**src/rtl/fetch2_pkg.sv**
```systemverilog
// Shared types and constants for the fetch stage.
package fetch2_pkg;

    typedef enum logic [1:0] {
        FS_IDLE,
        FS_REQ,
        FS_WAIT,
        FS_HOLD
    } fetch_state_t;

    localparam logic [31:0] RV_NOP = 32'h0000_0013;

    function automatic logic [31:0] word_align(input logic [31:0] addr);
        return {addr[31:2], 2'b00};
    endfunction

endpackage

```
**src/rtl/fetch_skid.sv**
```systemverilog
// One-entry {instr, pc} buffer catching a response that arrives while decode is stalled.
module fetch_skid (
    input  logic        clk,
    input  logic        rst,
    input  logic        wr,
    input  logic        rd,
    input  logic        clr,
    input  logic [31:0] wr_instr,
    input  logic [31:0] wr_pc,
    output logic        full,
    output logic [31:0] rd_instr,
    output logic [31:0] rd_pc
);

    logic        full_q;
    logic [31:0] instr_q;
    logic [31:0] pc_q;

    // A write in the same cycle as a read refills the entry, so write wins.
    always_ff @(posedge clk or posedge rst) begin
        if (rst) begin
            full_q  <= 1'b0;
            instr_q <= '0;
            pc_q    <= '0;
        end else if (clr) begin
            full_q <= 1'b0;
        end else if (wr) begin
            full_q  <= 1'b1;
            instr_q <= wr_instr;
            pc_q    <= wr_pc;
        end else if (rd) begin
            full_q <= 1'b0;
        end
    end

    assign full     = full_q;
    assign rd_instr = instr_q;
    assign rd_pc    = pc_q;

endmodule

```
**src/rtl/fetch2.sv**
```systemverilog
// Instruction fetch stage: single-outstanding imem fetch, registered decode interface,
// stall skid buffer and redirect flush with late-response dropping.
module fetch2
    import fetch2_pkg::*;
#(
    parameter logic [31:0] RESET_PC  = 32'h0000_0000,
    parameter logic [31:0] NOP_INSTR = RV_NOP
) (
    input  logic        clk,
    input  logic        rst,
    output logic        imem_req,
    output logic [31:0] imem_addr,
    input  logic        imem_gnt,
    input  logic        imem_rvalid,
    input  logic [31:0] imem_rdata,
    input  logic        dec_stall,
    input  logic        exec_redirect,
    input  logic [31:0] exec_redirect_pc,
    output logic [31:0] ftch_dec_instr,
    output logic [31:0] ftch_dec_pc,
    output logic        ftch_dec_valid
);

    fetch_state_t state_q;
    logic [31:0]  pc_q;
    logic [31:0]  faddr_q;
    logic         drop_q;

    logic         out_free;
    logic         resp_take;
    logic         skid_wr;
    logic         skid_rd;
    logic         skid_clr;
    logic         skid_full;
    logic         skid_full_next;
    logic [31:0]  skid_instr;
    logic [31:0]  skid_pc;

    assign imem_req  = (state_q == FS_REQ);
    assign imem_addr = pc_q;

    assign out_free  = !ftch_dec_valid || !dec_stall;
    assign resp_take = (state_q == FS_WAIT) && imem_rvalid && !drop_q && !exec_redirect;

    assign skid_clr       = exec_redirect;
    assign skid_rd        = !exec_redirect && out_free && skid_full;
    assign skid_wr        = resp_take && (!out_free || skid_full);
    assign skid_full_next = !exec_redirect && (skid_wr || (skid_full && !skid_rd));

    fetch_skid u_skid (
        .clk      (clk),
        .rst      (rst),
        .wr       (skid_wr),
        .rd       (skid_rd),
        .clr      (skid_clr),
        .wr_instr (imem_rdata),
        .wr_pc    (faddr_q),
        .full     (skid_full),
        .rd_instr (skid_instr),
        .rd_pc    (skid_pc)
    );

    always_ff @(posedge clk or posedge rst) begin
        if (rst) begin
            state_q        <= FS_IDLE;
            pc_q           <= RESET_PC;
            faddr_q        <= '0;
            drop_q         <= 1'b0;
            ftch_dec_valid <= 1'b0;
            ftch_dec_instr <= NOP_INSTR;
            ftch_dec_pc    <= '0;
        end else begin
            // The skid always holds older work than a fresh response.
            if (exec_redirect) begin
                ftch_dec_valid <= 1'b0;
                ftch_dec_instr <= NOP_INSTR;
            end else if (out_free) begin
                if (skid_full) begin
                    ftch_dec_valid <= 1'b1;
                    ftch_dec_instr <= skid_instr;
                    ftch_dec_pc    <= skid_pc;
                end else if (resp_take) begin
                    ftch_dec_valid <= 1'b1;
                    ftch_dec_instr <= imem_rdata;
                    ftch_dec_pc    <= faddr_q;
                end else begin
                    ftch_dec_valid <= 1'b0;
                    ftch_dec_instr <= NOP_INSTR;
                end
            end

            case (state_q)
                FS_IDLE: state_q <= FS_REQ;
                FS_REQ: begin
                    if (imem_gnt) begin
                        state_q <= FS_WAIT;
                        faddr_q <= pc_q;
                        pc_q    <= pc_q + 32'd4;
                    end
                end
                FS_WAIT: begin
                    if (imem_rvalid) begin
                        state_q <= skid_full_next ? FS_HOLD : FS_REQ;
                        drop_q  <= 1'b0;
                    end
                end
                FS_HOLD: begin
                    if (!skid_full_next) state_q <= FS_REQ;
                end
                default: state_q <= FS_IDLE;
            endcase

            // A redirect while a request is in flight must swallow its response.
            if (exec_redirect) begin
                pc_q <= word_align(exec_redirect_pc);
                if ((state_q == FS_REQ && imem_gnt) || (state_q == FS_WAIT && !imem_rvalid)) begin
                    drop_q <= 1'b1;
                end
            end
        end
    end

endmodule
```
**config.mk**
```make
export PLATFORM = sky130hd
export DESIGN_NAME = fetch2
export DESIGN_NICKNAME = d
export VERILOG_FILES = /design/src/rtl/fetch2_pkg.sv /design/src/rtl/fetch_skid.sv /design/src/rtl/fetch2.sv
export SDC_FILE = /design/constraint.sdc
export NUM_CORES = 1
export LEC_CHECK = 0
export ABC_AREA = 1
export BUFFER_PORTS_ARGS = -buffer_cell sky130_fd_sc_hd__clkbuf_2
export CORE_MARGIN = 10
export CORE_UTILIZATION = 29
export DETAILED_ROUTE_END_ITERATION = 8
export GPL_TIMING_DRIVEN = 0
export PLACE_DENSITY = 0.6
export SLEW_MARGIN = 10
export SYNTH_ARGS = -nofsm -noshare
export SYNTH_HDL_FRONTEND = slang
export SYNTH_SLANG_ARGS = --single-unit
```
**constraint.sdc**
```tcl
create_clock -name clk -period 6.45 [get_ports clk]
set_input_delay 1.29 -clock clk [delete_from_list [all_inputs] [get_ports clk]]
set_output_delay 1.29 -clock clk [all_outputs]
set_load 0.02 [all_outputs]
```
==> results of run 1 <==
==> per-layer routing <==
layer  vias to the layer above  track usage [%]  part of all wire, %
met1                      3360             18.3                   46
met3                        22             3.58                  6.8
met4                         0             3.97                  1.4
li1                       3522                -                    -
met5                         -                0                    0
met2                       214             20.9                   45
==> state kept, by name (all words and copies together) (netlist names) <==
register         count
imem_addr           30
state_q              2
ftch_dec_valid       1
u_skid.rd_instr     32
ftch_dec_pc         30
u_skid.full          1
faddr_q             30
u_skid.rd_pc        30
drop_q               1
ftch_dec_instr      32
==> power by group through the flow <==
| stage | Clock, W | Combinational [W] | Sequential, W |
|---|---|---|---|
| floorplan | 0 | 0.000418 | 0.00175 |
| global placement | 0 | 0.000933 | 0.00162 |
| detailed placement | 0 | 0.000952 | 0.00163 |
| CTS | 0.00105 | 0.000954 | 0.00161 |
| global route | 0.00110 | 0.00104 | 0.00165 |
| finish | 0.00102 | 0.000928 | 0.00161 |
==> kinds of logic after synthesis <==
| kind of cell | Yosys count | share of synthesized area (%) |
|---|---|---|
| AO/OA/AOI/OAI | 152 | 9.62 |
| XOR/XNOR | 4 | 0.406 |
| other | 1 | 0.0434 |
| flip-flops | 189 | 54.8 |
| adder cells (fa/ha/maj) | 5 | 0.724 |
| multiplexers | 74 | 9.33 |
| buffers and inverters | 121 | 5.78 |
| AND/OR/NAND/NOR | 422 | 19.3 |
==> area by class of cell <==
cell class / count / area (sq um)
plain buffers: 47 / 221
clock buffers: 17 / 425
clock inverters: 14 / 131
fillers: 3129 / 18900
inverters: 74 / 285
multi-input cells: 661 / 3420
flip-flops and latches: 189 / 4730
well taps: 390 / 488
repair buffers: 162 / 833
==> path summary, 6_finish.rpt <==
| path | startpoint | end | slack (ns) | depth (start not counted) |
|---|---|---|---|---|
| hold / removal | u_skid.rd_instr[4]$_DFFE_PP0P_ | u_skid.rd_instr[4]$_DFFE_PP0P_ | 0.49 | 2 |
| max in group asynchronous | rst | state_q[0]$_DFFE_PP0P_ | 4.58 | 3 |
| hold reg to reg | u_skid.rd_instr[4]$_DFFE_PP0P_ | u_skid.rd_instr[4]$_DFFE_PP0P_ | 0.49 | 2 |
| setup / recovery | state_q[1]$_DFFE_PP0P_ | imem_req | 3.84 | 3 |
| min in group asynchronous | rst | u_skid.rd_instr[11]$_DFFE_PP0P_ | 1.01 | 2 |
| setup reg to reg | state_q[1]$_DFFE_PP0P_ | imem_addr[17]$_DFFE_PP0P_ | 4.30 | 9 |
==> critical path, stage by stage (launching register included) <==
cell and delay, ns:
dfrtp_1 0.41, inv_1 0.09, ha_1 0.20, clkbuf_2 0.19
==> through the flow <==
| stage | area (sq um) | hold slack, ns | setup WS (ns) | TNS (ns) | util (%) |
|---|---|---|---|---|---|
| final | 10500 | 0.489 | 3.84 | 0 | 35.7 |
| after global routing | 10500 | 0.507 | 3.74 | 0 | 35.7 |
| after CTS | 10500 | 0.492 | 3.80 | 0 | 35.7 |
| after detailed placement | 9980 | 0.473 | 3.57 | 0 | 33.8 |
| after global placement | 9940 | 0.464 | -2.30 | -425.15 | 33.7 |
| after floorplan | 8650 | 0.448 | 0.0228 | 0 | - |
==> layout by cell type (no fill, tap or decap), types with 2 or more instances in the layout <==
master	instances
a21oi_1	14
a31oi_1	30
and2_1	2
buf_2	18
buf_4	4
clkbuf_1	23
clkbuf_16	17
clkbuf_2	161
clkinv_4	4
clkinvlp_4	2
conb_1	4
dfrtp_1	186
dfstp_2	3
ha_1	5
inv_1	71
inv_2	2
inv_6	3
inv_8	4
mux2_2	52
mux2i_1	22
nand2_1	285
nand3_1	48
nor2_1	82
nor2_2	3
o211ai_1	3
o21ai_0	89
o21ai_1	10
o21bai_1	2
o221ai_1	2
xor2_1	3
==> results.json, run 1 <==
{
  "cp_data_arrival_time_ns": 1.32,
  "path_clk_slew_ns": 0.07,
  "start_util_pct": 29.3,
  "nets": 1227,
  "finalHoldViolations": 0,
  "synth_common_cells": "285 x nand2_1, 186 x dfrtp_1, 89 x o21ai_0",
  "combPwrFrac_pct": 26.1,
  "hold_class": "reg2reg",
  "grt_max_degree": 114,
  "clock_skew_ns": 0.0105,
  "rows": 63,
  "ys_seq_elements": 189,
  "synth_cell_types": 31,
  "die_x_um": 193,
  "endpoint_kind": "primary output",
  "wire_per_inst_um": 16.1,
  "synth-async-reset-ratio_pct": 100,
  "dr.first_iter.drc_count": 561,
  "die_area_sq_um": 37100,
  "antenna_found_initial": 0,
  "ctsHoldBuffers": 0,
  "setup_violations": 0,
  "cts.sinks": 189,
  "synth_top_cell_by_area": "dfrtp_1",
  "synth.most_common_cell": "nand2_1",
  "yosys_warnings": 0,
  "dp.cells": 1523,
  "ir_worst_vdd_uv": 191,
  "grt_use_total_pct": 13.6,
  "fin_crit_ns": 2.61,
  "core_sq_um": 29500,
  "syn2layout_area_growth_pct": 22.0,
  "syn_avg_cell_area_sq_um": 8.92,
  "p_seq_share_pct": 45.3,
  "p_per_area_nw_per_um2": 337,
  "vias": 7118,
  "synth.top_cell.area_share_pct": 53.9,
  "gp_congestion": 0.882,
  "grt_pass1_vias": 7041,
  "diodes": 0,
  "final_max_slew_viol_count": 0,
  "die_h_um": 193,
  "internal-power_w": 0.00222,
  "status": "complete, no violations",
  "drive_above_1_share_pct": 24.0,
  "synth_edf_count": 0,
  "required_ns": 5.16,
  "critPathMaxFanout": 4,
  "cts_tree": "done",
  "synth-main-ff-cell": "dfrtp_1",
  "fin_total_pwr_w": 0.00355,
  "numCtsBuffers": 17,
  "first_pass_iters": 5,
  "grt_overflow_total": 0,
  "drc": 0,
  "cts-root-buf": "clkbuf_16",
  "timing.max_cap.violations": 0,
  "synth.area.top_cells": "dfrtp_1 54%, nand2_1 12%, mux2_2 6.8%, o21ai_0 5.2%, nor2_1 3.6%",
  "period_share_pct": 40.5,
  "place.port_buffers": 161,
  "path_class": "reg2out",
  "worstMarginPinSlew_ns": 0.795,
  "postCtsSetupBuffers": 0,
  "htree_levels": 4,
  "fin_cells": 1554,
  "cp-start-kind": "flip-flop",
  "wl_um": 25000,
  "p_sw_w": 0.00133,
  "fmax_mhz": 383,
  "syn_area_sq_um": 8640,
  "grt_setup_unrepaired": "no",
  "slew_headroom_pct": 47.0,
  "clock_latency_ns": 0.44,
  "netSwitchingFraction_pct": 37.4,
  "grt_pass1_wl_um": 39100,
  "ctsResizeCount": 0,
  "clockBufferDepth": 2,
  "hpwl_um": 19300,
  "io_pins": 168,
  "pwr-share-clk_pct": 28.6,
  "antenna_left": 0,
  "vias_per_cell": 4.58,
  "syn_inst": 968,
  "yosysSeqAreaShare_pct": 54.8,
  "leakage_nw": 5.21
}
(Power assumes the default switching activity.)
==> run 2: changes to the inputs <==
- PLACE_DENSITY: 0.6 -> 0.58
- clock period: 6.45 -> 2.59 ns (I/O delays scaled with it)
==> results.json, run 2 (synthesis results as in run 1) <==
{
  "crit_chain": "inv_1 -> ha_1 -> nand2_1 -> inv_1 -> nand2_1 -> inv_1 -> buf_2 -> nand3_1 -> nand3_1",
  "ir_worst_vdd_uv": 426,
  "nets": 1231,
  "multi_input_area_sq_um": 3420,
  "p_per_area_nw_per_um2": 840,
  "critPathLaunch": "state_q[1]$_DFFE_PP0P_",
  "worst_path_most_repeated_cell": "inv_1",
  "cts-root-buf": "clkbuf_16",
  "worstReg2RegStart": "state_q[1]$_DFFE_PP0P_",
  "drive_above_1_share_pct": 24.3,
  "combPwrFrac_pct": 25.9,
  "regArea_sq_um": 4730,
  "hpwl_um": 19800,
  "syn2layout_area_growth_pct": 23.0,
  "place.port_buffers": 161,
  "grt_max_degree": 36,
  "ctsHoldBuffers": 0,
  "p_seq_share_pct": 45.0,
  "required_ns": 2.96,
  "timing.max_cap.violations": 0,
  "status": "complete, no violations",
  "cpPeakStageDelay_ns": 0.42,
  "cp_data_arrival_time_ns": 2.57,
  "slew_headroom_pct": 54.2,
  "setup_violations": 0,
  "grt_setup_unrepaired": "no",
  "vias": 7126,
  "worstMarginPinSlew_ns": 0.686,
  "first_pass_iters": 5,
  "clock_skew_ns": 0.0128,
  "final_max_slew_viol_count": 0,
  "fill_cells": 3097,
  "grt_pass1_wl_um": 40800,
  "place_area_sq_um": 10000,
  "antenna_found_initial": 0,
  "path_class": "reg2reg",
  "critPathMaxFanout": 10,
  "io_pins": 168,
  "start_util_pct": 29.3,
  "internal-power_w": 0.00560,
  "cts_tree": "done",
  "cts.sinks": 189,
  "leakage_nw": 5.25,
  "die_x_um": 193,
  "hold_class": "in2async",
  "clockBufferDepth": 2,
  "drc": 0,
  "vias_per_cell": 4.57,
  "grt_use_total_pct": 14.0,
  "core_sq_um": 29500,
  "numCtsBuffers": 17,
  "crit_path_top_delay_cell": "dfrtp_1",
  "path_clk_slew_ns": 0.08,
  "antenna_left": 0,
  "endpoint_kind": "flip-flop",
  "p_sw_w": 0.00332,
  "finalHoldViolations": 0,
  "layout_commonest_cell": "nand2_1",
  "rows": 63,
  "netSwitchingFraction_pct": 37.2,
  "dr.first_iter.drc_count": 539,
  "postCtsSetupBuffers": 0,
  "layout_common_cells": "285 x nand2_1, 186 x dfrtp_1, 161 x clkbuf_2",
  "ctsResizeCount": 0,
  "diodes": 0,
  "cp-start-kind": "flip-flop",
  "fmax_mhz": 455,
  "whs_ns": 0.176,
  "grt_pass1_vias": 7226,
  "wl_um": 25500,
  "fin_crit_ns": 2.20,
  "design_area_sq_um": 10600,
  "grt_overflow_total": 0,
  "gp_congestion": 0.829,
  "wire_per_inst_um": 16.4,
  "die_h_um": 193,
  "die_area_sq_um": 37100,
  "pwr-share-clk_pct": 29.1,
  "htree_levels": 4,
  "clock_latency_ns": 0.43,
  "period_share_pct": 84.9
}
run 2: changes by cell type in the layout (fill, tap and decap cells not counted):
cell        change
buf_12          +5
inv_6           +1
clkbuf_8        +2
clkinvlp_4      +1
clkinv_2        -1
inv_8           -2
buf_16          -1
run 2: worst max-delay path: cells and delay by family, from the launching register on:
kind / cells / cell delay (ns)
flip-flops: 1 / 0.42
buffers and inverters: 4 / 0.85
AND/OR/NAND/NOR: 4 / 0.67
adder cells (fa/ha/maj): 1 / 0.19
run 2: layer usage:
| layer | wire length (um) | vias up | GRT usage, % |
|---|---|---|---|
| met5 | 0 | - | 0 |
| met4 | 344 | 0 | 3.49 |
| met3 | 1420 | 20 | 3.34 |
| met2 | 11800 | 174 | 22.6 |
| met1 | 12000 | 3413 | 18.6 |
| li1 | - | 3519 | - |
run 2: power groups by stage:
stage               combinational, W  sequential, W  clock, W
detailed placement           0.00238        0.00407         0
floorplan                    0.00104        0.00437         0
finish                       0.00231        0.00402   0.00259
CTS                          0.00238        0.00402   0.00267
global route                 0.00262        0.00412   0.00280
global placement             0.00232        0.00405         0
run 2: worst paths after layout:
kind | endpoint | slack [ns] | cells after the start
setup / recovery | imem_addr[11]$_DFFE_PP0P_ | 0.39 | 9
hold / removal | u_skid.rd_instr[4]$_DFFE_PP0P_ | 0.18 | 2
setup reg to reg | imem_addr[11]$_DFFE_PP0P_ | 0.39 | 9
hold reg to reg | u_skid.rd_instr[0]$_DFFE_PP0P_ | 0.49 | 2
max in group asynchronous | imem_addr[23]$_DFFE_PP0P_ | 1.54 | 4
min in group clk | imem_addr[15]$_DFFE_PP0P_ | 0.30 | 3
run 2: final cells by class:
cell class / instances / area share, %
inverters: 74 / 2.65
clock buffers: 19 / 4.26
clock inverters: 13 / 1.17
well taps: 390 / 4.59
multi-input cells: 661 / 32.2
plain buffers: 47 / 2.08
flip-flops and latches: 189 / 44.6
repair buffers: 166 / 8.53
run 2: per-stage QoR:
stage                     instances  util [%]  TNS [ns]  power [W]  setup WS, ns
after CTS                      1559      36.0         0    0.00907         0.358
after floorplan                 971         -    -66.96    0.00541        -0.360
after global placement         1522      33.7   -311.73    0.00637         -1.69
after global routing           1559      36.0         0    0.00954         0.137
after detailed placement       1527      34.1         0    0.00645         0.379
final                          1559      36.0         0    0.00892         0.391
==> run 3: changes to the inputs <==
- clock period: 2.59 -> 2.1 ns (I/O delays scaled with it)
==> results.json, run 3 (synthesis results as in run 1) <==
{
  "status": "complete, no violations",
  "hpwl_um": 19800,
  "dr.first_iter.drc_count": 499,
  "diodes": 0,
  "clockBufferDepth": 2,
  "path_buf_inv": 3,
  "reg2reg_depth": 7,
  "required_ns": 2.41,
  "vias": 7158,
  "die_x_um": 193,
  "final_max_slew_viol_count": 0,
  "cts-root-buf": "clkbuf_16",
  "multi_input_area_sq_um": 3420,
  "antenna_found_initial": 0,
  "path_class": "reg2reg",
  "setup_ws_ns": 0.197,
  "drive_above_1_share_pct": 25.0,
  "regArea_sq_um": 4730,
  "grt_use_total_pct": 14.0,
  "grt_max_degree": 36,
  "place.port_buffers": 161,
  "vias_per_cell": 4.59,
  "die_h_um": 193,
  "fmax_mhz": 526,
  "worstMarginPinSlew_ns": 0.689,
  "cts.sinks": 189,
  "slew_headroom_pct": 54.0,
  "path_clk_slew_ns": 0.08,
  "cp-start-kind": "flip-flop",
  "p_per_area_nw_per_um2": 1030,
  "ctsHoldBuffers": 0,
  "period_share_pct": 90.6,
  "cts_tree": "done",
  "dpl_worst_slack_ns": -0.111,
  "fill_cells": 3092,
  "worstReg2RegStart": "state_q[0]$_DFFE_PP0P_",
  "fin_crit_ns": 1.90,
  "cp_data_arrival_time_ns": 2.21,
  "regToRegEndpoint": "u_skid.rd_pc[9]$_DFFE_PP0P_",
  "rows": 63,
  "endpoint_kind": "flip-flop",
  "timing.max_cap.violations": 0,
  "crit_path_top_delay_cell": "dfrtp_1",
  "fin_util_pct": 36.1,
  "clock_skew_ns": 0.0122,
  "drc": 0,
  "grt_pass1_vias": 7229,
  "wl_um": 25500,
  "hold_class": "in2async",
  "grt_pass1_wl_um": 40800,
  "reg2reg_slack_ns": 0.20,
  "worst_path_most_repeated_cell": "inv_1",
  "layout_commonest_cell": "nand2_1",
  "antenna_left": 0,
  "critPathMaxFanout": 10,
  "setup_violations": 0,
  "numCtsBuffers": 17,
  "die_area_sq_um": 37100,
  "finalHoldViolations": 0,
  "cpPeakStageDelay_ns": 0.42,
  "place_area_sq_um": 10000,
  "gp_congestion": 0.829,
  "leakage_nw": 5.26,
  "syn2layout_area_growth_pct": 23.4,
  "layout_common_cells": "283 x nand2_1, 186 x dfrtp_1, 164 x clkbuf_2",
  "grt_overflow_total": 0,
  "first_pass_iters": 5,
  "wire_per_inst_um": 16.4,
  "nets": 1232,
  "cp_top_family": "buffers and inverters",
  "clock_latency_ns": 0.43,
  "io_pins": 168,
  "design_area_sq_um": 10700,
  "core_sq_um": 29500,
  "htree_levels": 4,
  "crit_chain": "inv_1 -> ha_1 -> nand2_1 -> inv_1 -> nand3_2 -> buf_2 -> mux2_2",
  "grt_setup_unrepaired": "no",
  "ir_worst_vdd_uv": 524,
  "start_util_pct": 29.3
}
## run 3: layout make-up
type,instances,share of cell area [%]
sequential,189,44.4
multi-input combinational,661,32.1
timing repair buffer,167,8.69
tap,390,4.58
clock buffer,19,4.25
inverter,74,2.64
buffer,47,2.16
clock inverter,13,1.16
## run 3: worst max-delay path by stage
stage	start	to	slack (ns)	depth (start not counted)
finish	state_q[0]$_DFFE_PP0P_	u_skid.rd_pc[9]$_DFFE_PP0P_	0.20	7
global route	state_q[0]$_DFFE_PP0P_	u_skid.rd_pc[3]$_DFFE_PP0P_	0.03	7
CTS	state_q[1]$_DFFE_PP0P_	imem_addr[11]$_DFFE_PP0P_	0.07	9
detailed placement	state_q[1]$_DFFE_PP0P_	imem_addr[11]$_DFFE_PP0P_	-0.11	9
global placement	rst	imem_addr[22]$_DFFE_PP0P_	-2.09	2
floorplan	rst	drop_q$_DFF_PP0_	-0.75	1
## run 3: per-stage QoR
step	cells	setup TNS, ns	power, W	hold WS [ns]
6_report	1560	0	0.0110	0.0795
5_1_grt	1560	0	0.0118	0.115
4_1_cts	1559	0	0.0112	0.0920
3_5_place_dp	1527	-0.818	0.00796	0.471
3_3_place_gp	1522	-386.36	0.00786	0.465
2_1_floorplan	971	-140.29	0.00667	0.448
## run 3: timing repair
action / CTS / global route
hold endpoints to repair: 0 / 0
buffers inserted: 0 / 1
cloned: 0 / 0
endpoints found under the setup margin: 20 / 50
resized for setup: 2 / 10
pin swaps: 0 / 1
## run 3: metal layers
metal  routed length (um)  GRT usage [%]  vias to the layer above
met3                 1480           3.34                       21
met1                11900           18.6                     3425
li1                     -              -                     3527
met5                    0              0                        -
met2                11700           22.6                      185
met4                  362           3.49                        0
## run 3: where the power goes
part	leakage [nW]	switching (W)	internal [W]
sequential	2.45	0.000610	0.00435
clock	0.278	0.00156	0.00163
combinational	2.54	0.00192	0.000946
